<file path="src/rtl/key_expand_pkg.sv">
`default_nettype none
// ==========================================================================
// Module  : key_expand_pkg
// Brief   : Shared AES-128 constants, FSM encodings and GF(2^8) helpers
// Revision: 1.0
// ==========================================================================
package key_expand_pkg;

  localparam logic [3:0] c_NUM_ROUNDS = 4'd10;
  localparam logic [7:0] c_RCON_INIT  = 8'h01;
  localparam logic [7:0] c_RCON_POLY  = 8'h1b;

  localparam logic [0:0] c_ST_IDLE = 1'b0;
  localparam logic [0:0] c_ST_EMIT = 1'b1;

  function automatic logic [7:0] xtime(input logic [7:0] b);
    return {b[6:0], 1'b0} ^ (b[7] ? c_RCON_POLY : 8'h00);
  endfunction

  function automatic logic [7:0] gf_mul(input logic [7:0] a, input logic [7:0] b);
    logic [7:0] p;
    logic [7:0] x;
    logic [7:0] y;
    p = 8'h00;
    x = a;
    y = b;
    for (int k = 0; k < 8; k++) begin
      if (y[0]) p = p ^ x;
      x = xtime(x);
      y = {1'b0, y[7:1]};
    end
    return p;
  endfunction

  // Multiplicative inverse as x^254 (0 maps to 0 naturally).
  function automatic logic [7:0] gf_inv(input logic [7:0] a);
    logic [7:0] sq;
    logic [7:0] acc;
    sq  = a;
    acc = 8'h01;
    for (int k = 1; k < 8; k++) begin
      sq  = gf_mul(sq, sq);
      acc = gf_mul(acc, sq);
    end
    return acc;
  endfunction

endpackage
`default_nettype wire

</file>
<file path="src/rtl/key_expand_sbox.sv">
`default_nettype none
// ==========================================================================
// Module  : key_expand_sbox
// Brief   : AES forward S-box, byte in / byte out (inverse + affine map)
// Revision: 1.0
// ==========================================================================
module key_expand_sbox
  import key_expand_pkg::*;
(
  input  logic [7:0] i_byte,
  output logic [7:0] o_byte
);

  logic [7:0] w_inv;

  assign w_inv  = gf_inv(i_byte);
  assign o_byte = w_inv
                ^ {w_inv[6:0], w_inv[7]}
                ^ {w_inv[5:0], w_inv[7:6]}
                ^ {w_inv[4:0], w_inv[7:5]}
                ^ {w_inv[3:0], w_inv[7:4]}
                ^ 8'h63;

endmodule
`default_nettype wire

</file>
<file path="src/rtl/key_expand.sv">
`default_nettype none
// ==========================================================================
// Module  : key_expand
// Brief   : AES-128 on-the-fly key schedule, one round key per handshake
// Revision: 1.0
// ==========================================================================
module key_expand
  import key_expand_pkg::*;
(
  input  logic         clk,
  input  logic         rst,
  input  logic         start,
  input  logic [127:0] key_in,
  input  logic         rk_ready,
  output logic [127:0] rk,
  output logic [3:0]   rk_round,
  output logic         rk_valid,
  output logic         busy,
  output logic         done
);

  logic [0:0]   r_state;
  logic [0:0]   w_state_next;
  logic [127:0] r_rk;
  logic [127:0] w_rk_next;
  logic [3:0]   r_round;
  logic [3:0]   w_round_next;
  logic [7:0]   r_rcon;
  logic [7:0]   w_rcon_next;
  logic         r_done;
  logic         w_done_next;
  logic         w_xfer;

  logic [31:0]  w_rot;
  logic [31:0]  w_sub;
  logic [31:0]  w_t;
  logic [31:0]  w_n0;
  logic [31:0]  w_n1;
  logic [31:0]  w_n2;
  logic [31:0]  w_n3;

  // Next round key: SubWord(RotWord(w3)) feeds the word-chained XOR.
  assign w_rot = {r_rk[23:0], r_rk[31:24]};

  for (genvar i = 0; i < 4; i++) begin : g_sbox
    key_expand_sbox u_sbox (
      .i_byte (w_rot[8*i +: 8]),
      .o_byte (w_sub[8*i +: 8])
    );
  end

  assign w_t  = w_sub ^ {r_rcon, 24'h000000};
  assign w_n0 = r_rk[127:96] ^ w_t;
  assign w_n1 = r_rk[95:64]  ^ w_n0;
  assign w_n2 = r_rk[63:32]  ^ w_n1;
  assign w_n3 = r_rk[31:0]   ^ w_n2;

  assign w_xfer = (r_state == c_ST_EMIT) && rk_ready;

  always_ff @(posedge clk or posedge rst) begin
    if (rst) r_state <= c_ST_IDLE;
    else     r_state <= w_state_next;
  end

  always_comb begin
    w_state_next = r_state;
    case (r_state)
      c_ST_IDLE: if (start) w_state_next = c_ST_EMIT;
      c_ST_EMIT: if (w_xfer && (r_round == c_NUM_ROUNDS)) w_state_next = c_ST_IDLE;
      default:   w_state_next = c_ST_IDLE;
    endcase
  end

  always_comb begin
    w_rk_next    = r_rk;
    w_round_next = r_round;
    w_rcon_next  = r_rcon;
    w_done_next  = 1'b0;
    case (r_state)
      c_ST_IDLE: begin
        if (start) begin
          w_rk_next    = key_in;
          w_round_next = 4'd0;
          w_rcon_next  = c_RCON_INIT;
        end
      end
      c_ST_EMIT: begin
        if (w_xfer) begin
          if (r_round == c_NUM_ROUNDS) begin
            w_done_next = 1'b1;
          end else begin
            w_rk_next    = {w_n0, w_n1, w_n2, w_n3};
            w_round_next = r_round + 4'd1;
            w_rcon_next  = xtime(r_rcon);
          end
        end
      end
      default: ;
    endcase
  end

  always_ff @(posedge clk or posedge rst) begin
    if (rst) begin
      r_rk    <= '0;
      r_round <= 4'd0;
      r_rcon  <= c_RCON_INIT;
      r_done  <= 1'b0;
    end else begin
      r_rk    <= w_rk_next;
      r_round <= w_round_next;
      r_rcon  <= w_rcon_next;
      r_done  <= w_done_next;
    end
  end

  assign rk       = r_rk;
  assign rk_round = r_round;
  assign rk_valid = (r_state == c_ST_EMIT);
  assign busy     = (r_state != c_ST_IDLE);
  assign done     = r_done;

endmodule
`default_nettype wire

</file>
<file path="config.mk">
export PLATFORM = sky130hd
export DESIGN_NAME = key_expand
export DESIGN_NICKNAME = d
export VERILOG_FILES = /design/src/rtl/key_expand_pkg.sv /design/src/rtl/key_expand_sbox.sv /design/src/rtl/key_expand.sv
export SDC_FILE = /design/constraint.sdc
export NUM_CORES = 2
export LEC_CHECK = 0
export BUFFER_PORTS_ARGS = -buffer_cell sky130_fd_sc_hd__buf_2
export CAP_MARGIN = 10
export CORE_ASPECT_RATIO = 1.25
export CORE_MARGIN = 2
export CORE_UTILIZATION = 44
export DETAILED_ROUTE_END_ITERATION = 10
export PLACE_DENSITY = 0.66
export SYNTH_ARGS = -nofsm -noshare
export SYNTH_HDL_FRONTEND = slang
export SYNTH_SLANG_ARGS = --single-unit
export TNS_END_PERCENT = 20
</file>
<file path="constraint.sdc">
create_clock -name clk -period 20.3 [get_ports clk]
set_clock_uncertainty 0.05 [all_clocks]
set_input_delay 1.015 -clock clk [delete_from_list [all_inputs] [get_ports clk]]
set_output_delay 1.015 -clock clk [all_outputs]
set_load 0.02 [all_outputs]
</file>
======== Word level (Yosys, flattened, before mapping) ========
Index checks and enable logic that the tools add are counted.
W data, S select, Z words.
operators by class
  $add $sub $neg .......................... 1
  equal/unequal tests ..................... 4
  muxes and demuxes ....................... 831
  reductions and logical operators ........ 3
  bitwise logic cells ..................... 783
operators by type and width
  operator               number
  $xor A8 B8 Y8          744
  $mux W8                423
  $mux W5                369
  $mux W128              3
  $pmux W128 S2          1
  $xor A32 B32 Y32       5
  $mux W4                7
  $mux W7                4
  $not A1 Y1 const A     28
  $mux W6                4
  $not A4 Y4             4
  $pmux W8 S2            1
  $mux W3                4
  $mux W1                9
  $mux W2                4
  $pmux W4 S2            1
  $xor A8 B5 Y8          1
  $add A4 B1 Y4 const B  1
  $eq A4 B4 Y1 const B   1
  $ne A2 B2 Y1 const B   2
  $reduce_and A3 Y1      1
  $logic_and A1 B1 Y1    2
  $ne A2 B1 Y1 const B   1
  $pmux W1 S2            1
  $not A1 Y1             1
storage, ports and cells
  register bits after elaboration ......... 142
  logic and storage cells ................. 1627

======== Longest topological paths before layout ========
  depth in word-level cells ............... 140
  mapped depth ............................ 68
  gate-level depth less buffers ........... 57

======== By module ========
Synthesis repeated with hierarchy kept, for this count alone.
second synthesis, totals
  cell total of the unflattened synthesis .. 8588
  area total of the unflattened synthesis .. 69105.0 µm²
modules (own cells, without submodules)
  module           seq. area each (µm²)  cells each  times used  area each (µm²)
  key_expand_sbox  0.0                   1942        4           15220.8
  key_expand       3554.7                820         1           8221.6

======== Least setup slack after synthesis ========
No wires, ideal clock.
  path type ............................... flip-flop to flip-flop
  from .................................... reg r_rk[16], in the netlist rk[16]
  to ...................................... reg r_rk[30], in the netlist rk[30]
  arrival time ............................ 16.177 ns
  period minus slack after synthesis ...... 16.321 ns
  setup slack ............................. 3.979 ns
  stages on the path, launching flop included .. 63
  path buffers ............................ 8
  path through ............................ dfrtp_1 -> ha_1 -> and2_1 -> xnor2_1 -> xnor2_2 -> inv_2 -> buf_1 -> clkbuf_1 -> ha_1 -> clkbuf_1 -> xnor2_1 -> mux2i_1 -> mux2i_2 -> xnor2_2 -> xnor2_2 -> inv_1 -> ha_1 -> clkbuf_1 -> [... 27 more ...] -> xnor2_4 -> xnor3_1 -> xor2_1 -> o21ai_1 -> a21oi_1 -> xnor3_1 -> xnor2_1 -> xnor3_1 -> nor2_1 -> xnor3_1 -> xnor2_1 -> xnor3_1 -> xor3_1 -> xnor3_2 -> xor2_2 -> xnor2_1 -> o21a_1 -> a211oi_1
between the ends
  word-level cells in the longest chain between the ends .. 136
  elaborated cells on any way between the ends .. 391
  those cells by class .................... mux (199); bitwise (192)
RTL lines
  element                 line                  RTL
  start, declared         key_expand.sv:24      logic [127:0] r_rk;
  start signal, assigned  key_expand.sv:109     r_rk <= w_rk_next;
  $mux W8                 key_expand_pkg.sv:28  if (y[0]) p = p ^ x;
  $xor A8 B8 Y8           key_expand_pkg.sv:28
  $mux W8                 key_expand_pkg.sv:28
  $xor A8 B8 Y8           key_expand_pkg.sv:28
  $mux W8                 key_expand_pkg.sv:28
  $xor A8 B8 Y8           key_expand_pkg.sv:28
  $mux W8                 key_expand_pkg.sv:28
  $xor A8 B8 Y8           key_expand_pkg.sv:28
  [... 120 more ...]      -
  $xor A32 B32 Y32 (*)    key_expand.sv:52      assign w_t = w_sub ^ {r_rcon, 24'h000000};
  $xor A32 B32 Y32 (*)    key_expand.sv:53      assign w_n0 = r_rk[127:96] ^ w_t;
  $xor A32 B32 Y32 (*)    key_expand.sv:54      assign w_n1 = r_rk[95:64] ^ w_n0;
  $xor A32 B32 Y32 (*)    key_expand.sv:55      assign w_n2 = r_rk[63:32] ^ w_n1;
  $xor A32 B32 Y32 (*)    key_expand.sv:56      assign w_n3 = r_rk[31:0] ^ w_n2;
  $mux W128 (*)           key_expand.sv:89      if (r_round == c_NUM_ROUNDS) begin
  $mux W128 (*)           key_expand.sv:88      if (w_xfer) begin
  $pmux W128 S2 (*)       key_expand.sv:79      case (r_state)
Mark *: on every way between the ends. The rest lies on a longest branch, timed or not. The select of a mux whose other input is x is not followed.
A chain may end at the register's enable or synchronous reset.

======== Worst setup path after layout ========
  from .................................... reg r_rk[23], in the netlist rk[23]
  to ...................................... reg r_rk[31], in the netlist rk[31]
between the ends
  word-level cells in the longest chain between the ends .. 136
  elaborated cells on any way between the ends .. 393
  those cells by class .................... mux (202); bitwise (191)
RTL lines
  element               line                  RTL
  $mux W5               key_expand_pkg.sv:17  return {b[6:0], 1'b0} ^ (b[7] ? c_RCON_POLY : 8'h00);
  $xor A8 B8 Y8         key_expand_pkg.sv:17
  $xor A8 B8 Y8         key_expand_pkg.sv:28
  $mux W8               key_expand_pkg.sv:28
  $xor A8 B8 Y8         key_expand_pkg.sv:28
  $mux W8               key_expand_pkg.sv:28
  $xor A8 B8 Y8         key_expand_pkg.sv:28
  $mux W8               key_expand_pkg.sv:28
  [... 120 more ...]    -
  $xor A32 B32 Y32 (*)  key_expand.sv:52
  $xor A32 B32 Y32 (*)  key_expand.sv:53
  $xor A32 B32 Y32 (*)  key_expand.sv:54
  $xor A32 B32 Y32 (*)  key_expand.sv:55
  $xor A32 B32 Y32 (*)  key_expand.sv:56
  $mux W128 (*)         key_expand.sv:89
  $mux W128 (*)         key_expand.sv:88
  $pmux W128 S2 (*)     key_expand.sv:79
Marks and branches as above.

==> flow_summary.json <==
{
  "postCtsResizedCells": 0,
  "cts_hold_buffers": 0,
  "instances_no_fill": 10100,
  "final_nets": 8384,
  "post_synth_instance_area_um2": 63500,
  "drtAntennaViolNets": 0,
  "grt_start_max_net_pins": 90,
  "tns_ns": 0,
  "max_freq_mhz": 53.1,
  "die_y_um": 429,
  "final_cell_mix": "1480 x sky130_fd_sc_hd__xnor2_1, 1211 x sky130_fd_sc_hd__nor2_1, 832 x sky130_fd_sc_hd__nand2_1",
  "area_growth_pct": 6.47,
  "grt_first_pass_wirelength_um": 327000,
  "clk_root_buffer_cell": "sky130_fd_sc_hd__clkbuf_16",
  "asyncSetResetFlopFracSynth_pct": 100,
  "tritoncts": "yes",
  "rows": 155,
  "post-cts-setup-buffers": 0,
  "vias_per_cell": 5.92,
  "share_of_post_route_cells_with_drive_strength_above_1_pct": 10.8,
  "ctsLongestPathBuffers": 2,
  "initial_core_util_pct": 44.4,
  "unrepaired_setup_endpoints_after_global_routing": "false",
  "required_ns": 20.69,
  "gr-total-overflow": 0,
  "synth.distinct_cells": 111,
  "timing.hold.worst.class": "reg2reg",
  "boundaryPins": 267,
  "core_um2": 143000,
  "critPathArrivalTime_ns": 19.23,
  "critPathSlowestCell": "sky130_fd_sc_hd__xnor2_1",
  "path_clk_slew_ns": 0.09,
  "ys_seq_area_share_pct": 5.60,
  "grt_antenna_before_repair": 20,
  "groute.usage.overall_pct": 27.4,
  "critical_path_peak_fanout": 26,
  "clkSinkCount": 142,
  "synth.ff_latch_count": 142,
  "dieArea_um2": 147000,
  "timing_worst_slew_pin_value_ns": 1.16,
  "cts.htree.levels": 4,
  "port_buffers": 266,
  "syn-instance-count": 8286,
  "ys.flop_type": "sky130_fd_sc_hd__dfrtp_1",
  "vias": 60000,
  "cts_inserted_buffers": 17,
  "drc": 0,
  "clk-insertion-delay-late_ns": 0.51,
  "fillCellCount": 14100,
  "firstDrtPassIters": 6,
  "timing.setup.critical_path_class": "reg2reg",
  "placedCellCount": 10100,
  "share_of_the_clock_period_used_by_the_worst_path_pct": 92.8,
  "slew_headroom_pct": 22.0,
  "run_status": "finished clean",
  "drv.max_cap_violation_count": 0,
  "synth.net_count": 8439,
  "overall_routed_net_length_um": 209000,
  "max_slew_violations": 0,
  "final_weighted_congestion_of_routability_driven_global_placement": 0.965,
  "finalHoldViolations": 0,
  "layout.cells.most_common": "sky130_fd_sc_hd__xnor2_1",
  "critical_path.max_stage_delay_ns": 0.84,
  "worst_setup_path_end_kind": "register",
  "period_minus_slack_ns": 18.84,
  "first_global_vias": 56700,
  "die_w_um": 344,
  "synthesis.yosys.warnings": 0,
  "dpl.hpwl_um": 155000,
  "detail_route.iter0.violations": 6376,
  "route.detailed.wl_per_inst_um": 20.6,
  "syn_area_per_cell_um2": 7.67,
  "crit_path_frequent_cell": "sky130_fd_sc_hd__xnor3_1",
  "number_of_enable_type_register_cells_in_the_synthesized_netlist": 0,
  "timing.final.setup_violations": 0,
  "critical_path.startpoint_type": "register"
}
-- metrics by stage --
stage / hold WS [ns] / util (%) / setup WS, ns / area, um^2
2_1_floorplan: 0.430 / - / 3.98 / 63500
3_3_place_gp: 0.456 / 46.8 / 2.13 / 67000
4_1_cts: 0.480 / 47.2 / 1.58 / 67600
5_1_grt: 0.514 / 47.2 / 0.0619 / 67600
3_5_place_dp: 0.463 / 46.8 / 1.68 / 67000
6_report: 0.485 / 47.3 / 1.46 / 67600
-- kinds of logic after synthesis --
logic type,after synthesis,synth area share (%)
AO/OA/AOI/OAI,1729,17.1
XOR/XNOR,2601,48.5
adder cells (fa/ha/maj),22,0.429
buffers and inverters,708,4.76
flip-flops,142,5.60
multiplexers,291,4.77
AND/OR/NAND/NOR,2793,18.8
-- sequential cells by signal, summed over array words and instances, names as in the netlist --
name,cells
rk_round,4
r_rcon,8
done,1
rk,128
busy,1
-- synth_stat cells, types with 51 or more instances --
| library cell | number | area share, % |
|---|---|---|
| sky130_fd_sc_hd__xnor2_1 | 1523 | 21 |
| sky130_fd_sc_hd__nor2_1 | 1214 | 7.2 |
| sky130_fd_sc_hd__nand2_1 | 834 | 4.9 |
| sky130_fd_sc_hd__xor2_1 | 461 | 6.4 |
| sky130_fd_sc_hd__a21oi_1 | 455 | 3.6 |
| sky130_fd_sc_hd__o21ai_0 | 437 | 3.4 |
| sky130_fd_sc_hd__xnor3_1 | 398 | 14 |
| sky130_fd_sc_hd__clkbuf_1 | 356 | 2.1 |
| sky130_fd_sc_hd__mux2i_1 | 236 | 3.7 |
| sky130_fd_sc_hd__nand3_1 | 206 | 1.6 |
| sky130_fd_sc_hd__nor3_1 | 190 | 1.5 |
| sky130_fd_sc_hd__buf_2 | 142 | 1.1 |
| sky130_fd_sc_hd__dfrtp_1 | 141 | 5.6 |
| sky130_fd_sc_hd__o22ai_1 | 135 | 1.3 |
| sky130_fd_sc_hd__inv_1 | 103 | 0.61 |
| sky130_fd_sc_hd__a31oi_1 | 89 | 0.88 |
| sky130_fd_sc_hd__xnor2_2 | 86 | 2.2 |
| sky130_fd_sc_hd__a211oi_1 | 67 | 0.79 |
| sky130_fd_sc_hd__nor2b_1 | 64 | 0.63 |
| sky130_fd_sc_hd__nand2b_1 | 54 | 0.53 |
| sky130_fd_sc_hd__a22oi_1 | 51 | 0.60 |
-- final cells by class --
class	instances	area (um^2)	area share, %
antenna	9	22.5	0.0333
clock buffer	17	425	0.629
clock inverter	15	193	0.285
inverter	120	459	0.679
multi-input combinational	7436	57400	84.9
sequential	142	3560	5.26
tap	1884	2360	3.49
timing repair buffer	514	3190	4.72
-- routing by layer --
metal	vias to the layer above	global-route usage [%]	routed length (um)	share of wire (%)
met5	-	0	80	0.038
met4	14	9.94	7560	3.6
met3	366	4.39	17500	8.4
met2	2453	44.2	96400	46
met1	28800	36.7	87500	42
li1	28300	-	-	-
-- worst max-delay path, delay by kind of cell (launching register included) --
kind / cells / cell delay (ns)
AND/OR/NAND/NOR: 8 / 1.66
adder cells (fa/ha/maj): 3 / 1.50
XOR/XNOR: 28 / 11.32
AO/OA/AOI/OAI: 8 / 1.82
flip-flops: 1 / 0.72
multiplexers: 3 / 0.79
buffers and inverters: 2 / 0.86
-- path summary, 6_finish.rpt --
| check | to | start | depth (start not counted) | slack (ns) |
|---|---|---|---|---|
| worst max-delay path | rk[31] | rk[23] | 52 | 1.46 |
| worst min-delay path | r_rcon[5] | r_rcon[4] | 2 | 0.49 |
| worst max register to register | rk[31] | rk[23] | 52 | 1.46 |
| worst min register to register | r_rcon[5] | r_rcon[4] | 2 | 0.49 |
| max in group asynchronous | rk[98] | rst | 3 | 18.32 |
| min in group asynchronous | rk[117] | rst | 2 | 0.60 |
Power is not shown: default switching activity piles up to over one toggle a cycle in this logic, so the estimate is an artifact.
